<file path="config.mk">
export PLATFORM = sky130hd
export DESIGN_NAME = vga_tile_fetch
export DESIGN_NICKNAME = d
export VERILOG_FILES = /design/src/rtl/vga_tile_fetch_pkg.sv /design/src/rtl/vga_delay_line.sv /design/src/rtl/vga_tile_fetch.sv
export SDC_FILE = /design/constraint.sdc
export NUM_CORES = 1
export LEC_CHECK = 0
export ABC_AREA = 1
export BUFFER_PORTS_ARGS = -buffer_cell sky130_fd_sc_hd__buf_2
export CORE_ASPECT_RATIO = 1.4
export CORE_MARGIN = 1
export CORE_UTILIZATION = 40
export DETAILED_ROUTE_END_ITERATION = 10
export PLACE_DENSITY_LB_ADDON = 0.15
export SETUP_SLACK_MARGIN = 0.3
export SLEW_MARGIN = 20
export SYNTH_ARGS = -nofsm -noshare
export SYNTH_HDL_FRONTEND = slang
export SYNTH_SLANG_ARGS = --single-unit
</file>
<file path="constraint.sdc">
create_clock -name clk_i -period 4.3 [get_ports clk_i]
set_clock_uncertainty 0.2 [all_clocks]
set_input_delay 0.215 -clock clk_i [delete_from_list [all_inputs] [get_ports clk_i]]
set_output_delay 0.215 -clock clk_i [all_outputs]
set_load 0.02 [all_outputs]
</file>
<file path="src/rtl/vga_tile_fetch_pkg.sv">
`default_nettype none
// +----------------------------------------------------------------------------+
// | Module      : vga_tile_fetch_pkg                                           |
// | Description : Shared text-mode geometry constants and the delayed-control |
// |               bundle for the display-side tile fetch pipeline.             |
// | Revision    : 1.0 - initial release                                        |
// +----------------------------------------------------------------------------+
package vga_tile_fetch_pkg;

  localparam int c_h_tiles       = 80;
  localparam int c_v_tiles       = 30;
  localparam int c_num_addrs     = 600;
  localparam int c_words_per_row = 20;
  localparam int c_char_w        = 7;
  localparam int c_word_chars    = 4;
  localparam int c_addr_width    = 10;
  localparam int c_tile_w        = 8;
  localparam int c_tile_h        = 16;
  localparam int c_h_active      = 640;
  localparam int c_v_active      = 480;

  // Everything that rides alongside the buffer read unchanged.
  typedef struct packed {
    logic       hsync;
    logic       vsync;
    logic       video_on;
    logic [3:0] glyph_row;
    logic [2:0] glyph_col;
  } ctrl_t;

  // Syncs are negative polarity, so their idle level is 1.
  localparam ctrl_t c_ctrl_reset = '{hsync: 1'b1, vsync: 1'b1, video_on: 1'b0,
                                     glyph_row: 4'd0, glyph_col: 3'd0};

endpackage
`default_nettype wire

</file>
<file path="src/rtl/vga_delay_line.sv">
`default_nettype none
// +----------------------------------------------------------------------------+
// | Module      : vga_delay_line                                               |
// | Description : Resettable DEPTH-stage shift register of WIDTH bits.         |
// | Revision    : 1.0 - initial release                                        |
// +----------------------------------------------------------------------------+
module vga_delay_line #(
  parameter int               WIDTH     = 1,
  parameter int               DEPTH     = 3,
  parameter logic [WIDTH-1:0] RESET_VAL = '0
) (
  input  logic             clk_i,
  input  logic             rst_i,
  input  logic [WIDTH-1:0] d_i,
  output logic [WIDTH-1:0] q_o
);

  logic [WIDTH-1:0] r_stage [DEPTH];

  always_ff @(posedge clk_i) begin
    if (rst_i) begin
      for (int i = 0; i < DEPTH; i++) r_stage[i] <= RESET_VAL;
    end else begin
      r_stage[0] <= d_i;
      for (int i = 1; i < DEPTH; i++) r_stage[i] <= r_stage[i-1];
    end
  end

  assign q_o = r_stage[DEPTH-1];

endmodule
`default_nettype wire

</file>
<file path="src/rtl/vga_tile_fetch.sv">
`default_nettype none
// +----------------------------------------------------------------------------+
// | Module      : vga_tile_fetch                                               |
// | Description : Turns the pixel position into screen-buffer word addresses, |
// |               unpacks the 7-bit char code and keeps syncs aligned (3 clk).|
// |               Define VGA_CURSOR_EN to add the blinking cursor overlay.    |
// | Revision    : 1.1 - blink parameter always declared                        |
// +----------------------------------------------------------------------------+
module vga_tile_fetch
    import vga_tile_fetch_pkg::*;
#(
    parameter int CHAR_W     = c_char_w,
    parameter int WORD_CHARS = c_word_chars,
    parameter int ADDR_WIDTH = c_addr_width,
    parameter int BLINK_LOG2 = 5
) (
    input  logic                         clk_i,
    input  logic                         rst_i,
    input  logic [9:0]                   hcount_i,
    input  logic [9:0]                   vcount_i,
    input  logic                         video_on_i,
    input  logic                         hsync_i,
    input  logic                         vsync_i,
`ifdef VGA_CURSOR_EN
    input  logic [6:0]                   cursor_x_i,
    input  logic [4:0]                   cursor_y_i,
    output logic                         cursor_o,
`endif
    output logic [ADDR_WIDTH-1:0]        buf_addr_o,
    input  logic [CHAR_W*WORD_CHARS-1:0] buf_data_i,
    output logic [CHAR_W-1:0]            char_o,
    output logic [3:0]                   glyph_row_o,
    output logic [2:0]                   glyph_col_o,
    output logic                         video_on_o,
    output logic                         hsync_o,
    output logic                         vsync_o
);

    localparam int c_slot_w = $clog2(WORD_CHARS);

    logic [5:0]            w_row;
    logic [6:0]            w_col;
    logic [ADDR_WIDTH-1:0] w_addr;
    logic [ADDR_WIDTH-1:0] r_buf_addr;
    logic [c_slot_w-1:0]   r_slot1;
    logic [c_slot_w-1:0]   r_slot2;
    logic [CHAR_W-1:0]     r_char;
    ctrl_t                 w_ctrl_in;
    ctrl_t                 w_ctrl_out;

    assign w_row = vcount_i[9:4];
    assign w_col = hcount_i[9:3];

    // row*20 as (row<<4)+(row<<2), plus the word index within the row.
    assign w_addr = ADDR_WIDTH'({w_row, 4'b0000}) + ADDR_WIDTH'({w_row, 2'b00})
                  + ADDR_WIDTH'(w_col[6:c_slot_w]);

    always_ff @(posedge clk_i) begin
        if (rst_i) begin
            r_buf_addr <= '0;
            r_slot1    <= '0;
            r_slot2    <= '0;
            r_char     <= '0;
        end else begin
            // Holding the address in blanking keeps it inside the 600-word buffer.
            if (video_on_i) r_buf_addr <= w_addr;
            r_slot1 <= w_col[c_slot_w-1:0];
            r_slot2 <= r_slot1;
            r_char  <= buf_data_i[r_slot2*CHAR_W +: CHAR_W];
        end
    end

    assign buf_addr_o = r_buf_addr;

    assign w_ctrl_in = '{hsync: hsync_i, vsync: vsync_i, video_on: video_on_i,
                         glyph_row: vcount_i[3:0], glyph_col: hcount_i[2:0]};

    vga_delay_line #(
        .WIDTH     ($bits(ctrl_t)),
        .DEPTH     (3),
        .RESET_VAL (c_ctrl_reset)
    ) u_ctrl_dly (
        .clk_i (clk_i),
        .rst_i (rst_i),
        .d_i   (w_ctrl_in),
        .q_o   (w_ctrl_out)
    );

    assign hsync_o     = w_ctrl_out.hsync;
    assign vsync_o     = w_ctrl_out.vsync;
    assign video_on_o  = w_ctrl_out.video_on;
    assign glyph_row_o = w_ctrl_out.glyph_row;
    assign glyph_col_o = w_ctrl_out.glyph_col;
    assign char_o      = w_ctrl_out.video_on ? r_char : '0;

`ifdef VGA_CURSOR_EN
    logic                r_vsync_q;
    logic [BLINK_LOG2:0] r_frame;
    logic                w_hit;
    logic                w_hit_d;

    always_ff @(posedge clk_i) begin
        if (rst_i) begin
            r_vsync_q <= 1'b1;
            r_frame   <= '0;
        end else begin
            r_vsync_q <= vsync_i;
            if (r_vsync_q && !vsync_i) r_frame <= r_frame + 1'b1;
        end
    end

    // Range checks stop an out-of-range cursor aliasing onto blanking tiles.
    assign w_hit = r_frame[BLINK_LOG2]
                && (cursor_x_i < 7'(c_h_tiles)) && (cursor_y_i < 5'(c_v_tiles))
                && (w_col == cursor_x_i) && (w_row == {1'b0, cursor_y_i});

    vga_delay_line #(
        .WIDTH     (1),
        .DEPTH     (3),
        .RESET_VAL (1'b0)
    ) u_cursor_dly (
        .clk_i (clk_i),
        .rst_i (rst_i),
        .d_i   (w_hit),
        .q_o   (w_hit_d)
    );

    assign cursor_o = w_hit_d && w_ctrl_out.video_on;
`endif

endmodule
`default_nettype wire
</file>
# Word level (Yosys, flattened, before mapping)
# Memories as Yosys holds them, arrays and structs flattened.
# Cells that the tools add are included.
# W data, S select, Z words.
[totals]
register_bits = 21
mem_bits_rw = 30
elab_cells = 19
memories = 1
[mem_list]
columns = ["name", "words", "word_bits", "rd", "rd_clocked_by_memory_dff", "wr", "line", "text"]
rows = [
  ["u_ctrl_dly.r_stage", 3, 10, 3, 0, 3, "vga_delay_line.sv:18", "logic [WIDTH-1:0] r_stage [DEPTH];"],
]
[op_classes]
add_sub_neg = 2
n_mul = 1
shift = 1
mux = 7
bitwise_logic = 3
[ops]
columns = ["cell", "n"]
rows = [
  ["$mux W10", 3],
  ["$shiftx A28 B6 Y7", 1],
  ["$add A10 B5 Y10", 1],
  ["$add A10 B8 Y10", 1],
  ["$mux W7", 1],
  ["$mul A2 B3 Y5 const B", 1],
  ["$mux W1", 3],
  ["$or A1 B1 Y1", 3],
]

# Longest topological paths before layout
[logic_depth]
word_depth = 3
ltp_mapped = 12
ltp_nobuf = 12

# Hierarchy
# From an unflattened synthesis, not the netlist that was laid out.
[unflattened]
hier_cells = 290
hier_area_um2 = 2192.1
[by_module_without_submodules]
columns = ["mod", "n_inst", "cells_per_inst", "area_each_um2", "seq_area_each_um2"]
rows = [
  ["vga_tile_fetch", 1, 186, 1251.2, 420.4],
  ["vga_delay_line", 1, 104, 940.9, 600.6],
]

# Least setup slack after synthesis
# Ideal clock, no wire load.
[synth_path]
path_type = "in2reg"
from = "input port hcount_i[9]"
to = "register r_buf_addr[7], in the netlist buf_addr_o[7]"
setup_ns = 0.056
arrival_ns = 1.777
t_required_ns = 4.044
path_slack_ns = 2.267
path_stages = 11
n_path_buf = 0
path_cell_list = "inv_1 > fa_1 > fa_1 > inv_1 > nand2_1 > nand2_1 > nand2_1 > or2_0 > nand3_1 > nand2_1 > inv_1"
[synth_between]
elab_chain_cells = 1
[synth_rtl]
columns = ["element", "line", "text"]
rows = [
  ["from (decl)", "vga_tile_fetch.sv:19", "input logic [9:0] hcount_i,"],
  ["$add A10 B5 Y10", "vga_tile_fetch.sv:56", "+ ADDR_WIDTH'(w_col[6:c_slot_w]);"],
  ["to (signal assigned)", "vga_tile_fetch.sv:66", "if (video_on_i) r_buf_addr <= w_addr;"],
  ["to (decl)", "vga_tile_fetch.sv:44", "logic [ADDR_WIDTH-1:0] r_buf_addr;"],
]
# Every way passes these cells.
# A chain may end at the register's enable or synchronous reset.

# Final worst setup path
[layout_path]
from = "input port vcount_i[4]"
to = "register r_buf_addr[7], in the netlist buf_addr_o[7]"
[layout_between]
elab_chain_cells = 2
[layout_rtl]
columns = ["element", "line", "text"]
rows = [
  ["from (decl)", "vga_tile_fetch.sv:20", "input logic [9:0] vcount_i,"],
  ["$add A10 B8 Y10", "vga_tile_fetch.sv:55", "assign w_addr = ADDR_WIDTH'({w_row, 4'b0000}) + ADDR_WIDTH'({w_row, 2'b00})"],
  ["$add A10 B5 Y10", "vga_tile_fetch.sv:56", ""],
]
# Every way passes these cells.

==> flow_summary.json <==
{
  "gp_congestion": 0.732,
  "grt_usage_pct": 15.1,
  "fin_area_um2": 2790,
  "timing.fmax_mhz": 526,
  "syn_inst": 294,
  "ys.flop_type": "dfxtp_1",
  "dieHeight_um": 89.4,
  "n_fill_cell": 512,
  "yosys_warnings": 0,
  "clk_pin_slew_ps": 90,
  "worst_slack_ps": 2400,
  "wirelength_mm": 4.24,
  "cp_cell_sequence": "buf_2 -> inv_1 -> fa_1 -> fa_1 -> inv_1 -> nand2_1 -> nand2_1 -> nand2_1 -> or2_0 -> nand3_1 -> nand2_1 -> inv_1",
  "power.leakage_nw": 1.55,
  "drt_iter0_markers": 76,
  "muxShareOfSynthArea_pct": 0,
  "syn_to_final_growth_pct": 27.6,
  "fin_cells": 444,
  "cts_tree": "yes",
  "rsz0062_at_grt": "no",
  "slowest_stage": "fa_1",
  "cap_viol_max_count": 0,
  "period_needed_ps": 1900,
  "io_pins": 80,
  "core_area_um2": 5200,
  "cts_max_level": 2,
  "cellPowerDensity_nw_per_um2": 342,
  "dieArea_um2": 5760,
  "cpMostUsedCell": "nand2_1",
  "drcViolationCount": 0,
  "clockBufferDepth": 2,
  "critPathBufInv": 4,
  "layout-drive-gt1-share_pct": 25.1,
  "grt_pass1_vias": 1715,
  "synth_edf_count": 0,
  "yosysSeqAreaShare_pct": 46.8,
  "postCtsSetupBuffers": 0,
  "gr-total-overflow": 0,
  "setup_tns_ps": 0,
  "start_util_pct": 42.0,
  "synth_fa_ha_area_share_pct": 8.14,
  "hold_path.class": "input pin to register",
  "cts-root-buf": "clkbuf_8",
  "ir_drop_v": 0.000189,
  "numPortBuffers": 79,
  "antenna_found_initial": 0,
  "ys_async_sr_fraction_pct": 0,
  "ys_ff_latch": 51,
  "fp.dieW_um": 64.4,
  "pre_cts_ws_ps": 2070,
  "tightest_slew_ps": 770,
  "power_uw": 954,
  "synth_xor_xnor_area_share_pct": 0,
  "synthesis.area_um2": 2180,
  "synthesis.nets": 360,
  "synth_cell_types": 18,
  "grt_max_degree": 46,
  "grt_pass1_wl_mm": 6.70,
  "synth_compound_area_share_pct": 7.34,
  "critPathTopFamily": "adder cells",
  "clkLatencyLatePin_ps": 300,
  "wl_per_cell_um": 9.55,
  "slew_headroom_pct": 48.6,
  "slew_viol_final": 0,
  "finalHoldViolations": 0,
  "place_inst": 422,
  "synth_top_family_by_area": "simple AND/OR/NAND/NOR gates",
  "numCtsBuffers": 5,
  "cts_sinks": 51,
  "num_vias": 1923,
  "layout.nets": 443,
  "num_rows": 31,
  "crit_path_start_kind": "input pin",
  "cpPeakStageDelay_ps": 500,
  "end_kind": "register",
  "crit_fanout": 2,
  "crit_type": "input pin to register",
  "dp_hpwl_mm": 3.04,
  "crit_required_ps": 4350,
  "num_antenna_cells": 0,
  "synth-simple-area-share_pct": 22.5,
  "postSynthAreaPerCell_um2": 7.42,
  "first_pass_iters": 4,
  "placed_area_um2": 2550,
  "via_per_inst": 4.33,
  "final.period_utilization_pct": 44.2,
  "ant_nets": 0,
  "finalSetupViolCount": 0,
  "status": "finished clean",
  "cp.arrival_ps": 1950
}
==> final cells by class <==
cell class,count,area (µm²),area share (%)
clock inverters,3,26.3,0.943
multi-input cells,167,830,29.8
well taps,66,82.6,2.96
repair buffers,93,536,19.2
flip-flops and latches,51,1020,36.7
clock buffers,5,68.8,2.47
inverters,59,221,7.95
==> through the flow <==
step | utilization [%] | hold slack (ps)
after floorplan | - | 119
after global placement | 49.1 | 190
after detailed placement | 49.1 | 192
after CTS | 53.6 | 4.74
after global routing | 53.6 | 16.0
final | 53.6 | 5.57
==> flip-flops by register name (all words and copies together) (netlist names) <==
register            cells
r_slot1                 2
r_char                  7
r_slot2                 2
u_ctrl_dly.r_stage     30
buf_addr_o             10
==> Yosys cell counts (2+ instances only) <==
master | number | area (µm²)
a21oi_1 | 10 | 50.1
buf_2 | 4 | 20.0
buf_4 | 9 | 67.6
clkbuf_1 | 3 | 11.3
dfxtp_1 | 51 | 1020
fa_1 | 2 | 40.0
ha_1 | 11 | 138
inv_1 | 57 | 214
inv_2 | 2 | 7.51
nand2_1 | 33 | 124
nand3_1 | 10 | 50.1
nor2_1 | 73 | 274
o211ai_1 | 2 | 15.0
o21ai_0 | 10 | 50.1
o21ai_1 | 9 | 45.0
or2_2 | 6 | 37.5
==> logic make-up (layout without fill, tap and decap cells) <==
logic type      after synthesis  after routing
buf+inv                      76            160
simple gates                123            123
fa+ha+maj                    13             13
compound gates               31             31
flops                        51             51
==> layer usage <==
metal	track usage (%)	share of wire [%]	vias to the layer above	wire length, µm
li1	-	-	1030	-
met1	14.5	40	828	1700
met2	30.0	53	58	2250
met3	3.32	5.1	7	215
met4	7.07	1.8	0	75
met5	0	0	-	0
==> report_power, final <==
part | internal, mW | switching, mW | total [mW] | leakage (nW)
clock network | 0.120 | 0.161 | 0.281 | 0.0491
registers | 0.499 | 0.0106 | 0.509 | 0.422
logic | 0.0723 | 0.0911 | 0.163 | 1.08
total | 0.691 | 0.263 | 0.954 | 1.55
==> placed cells by master, fill, tap and decap left out, types with 6 or more instances in the layout <==
cell type and instances:
nand3_1 10, a21oi_1 10, nand2_1 33, o21ai_1 9, or2_2 6, dlygate4sd3_1 14
inv_1 57, dfxtp_1 51, buf_2 79, o21ai_0 10, nor2_1 73, ha_1 11
==> worst min-delay path, delay by kind of cell <==
kind | cells | cell delay (ps)
compound gates | 2 | 180
buf+inv | 1 | 80
==> repair_timing <==
item                      4_1_cts  5_1_grt
hold endpoints to repair       14        0
hold buffers                   14        0
resized for setup               0        0
==> worst paths after layout <==
path,from,end,slack [ps],cells past startpoint
setup / recovery,vcount_i[4],buf_addr_o[7]$_SDFFE_PP0P_,2400,12
hold / removal,buf_data_i[12],r_char[5]$_SDFF_PP0_,6,3
setup reg to reg,r_slot2[0]$_SDFF_PP0_,r_char[6]$_SDFF_PP0_,2750,3
hold reg to reg,u_ctrl_dly.r_stage[0][17]$_SDFF_PP0_,u_ctrl_dly.r_stage[0][27]$_SDFF_PP0_,190,2
No activity file was read; power rests on OpenSTA's default activity.
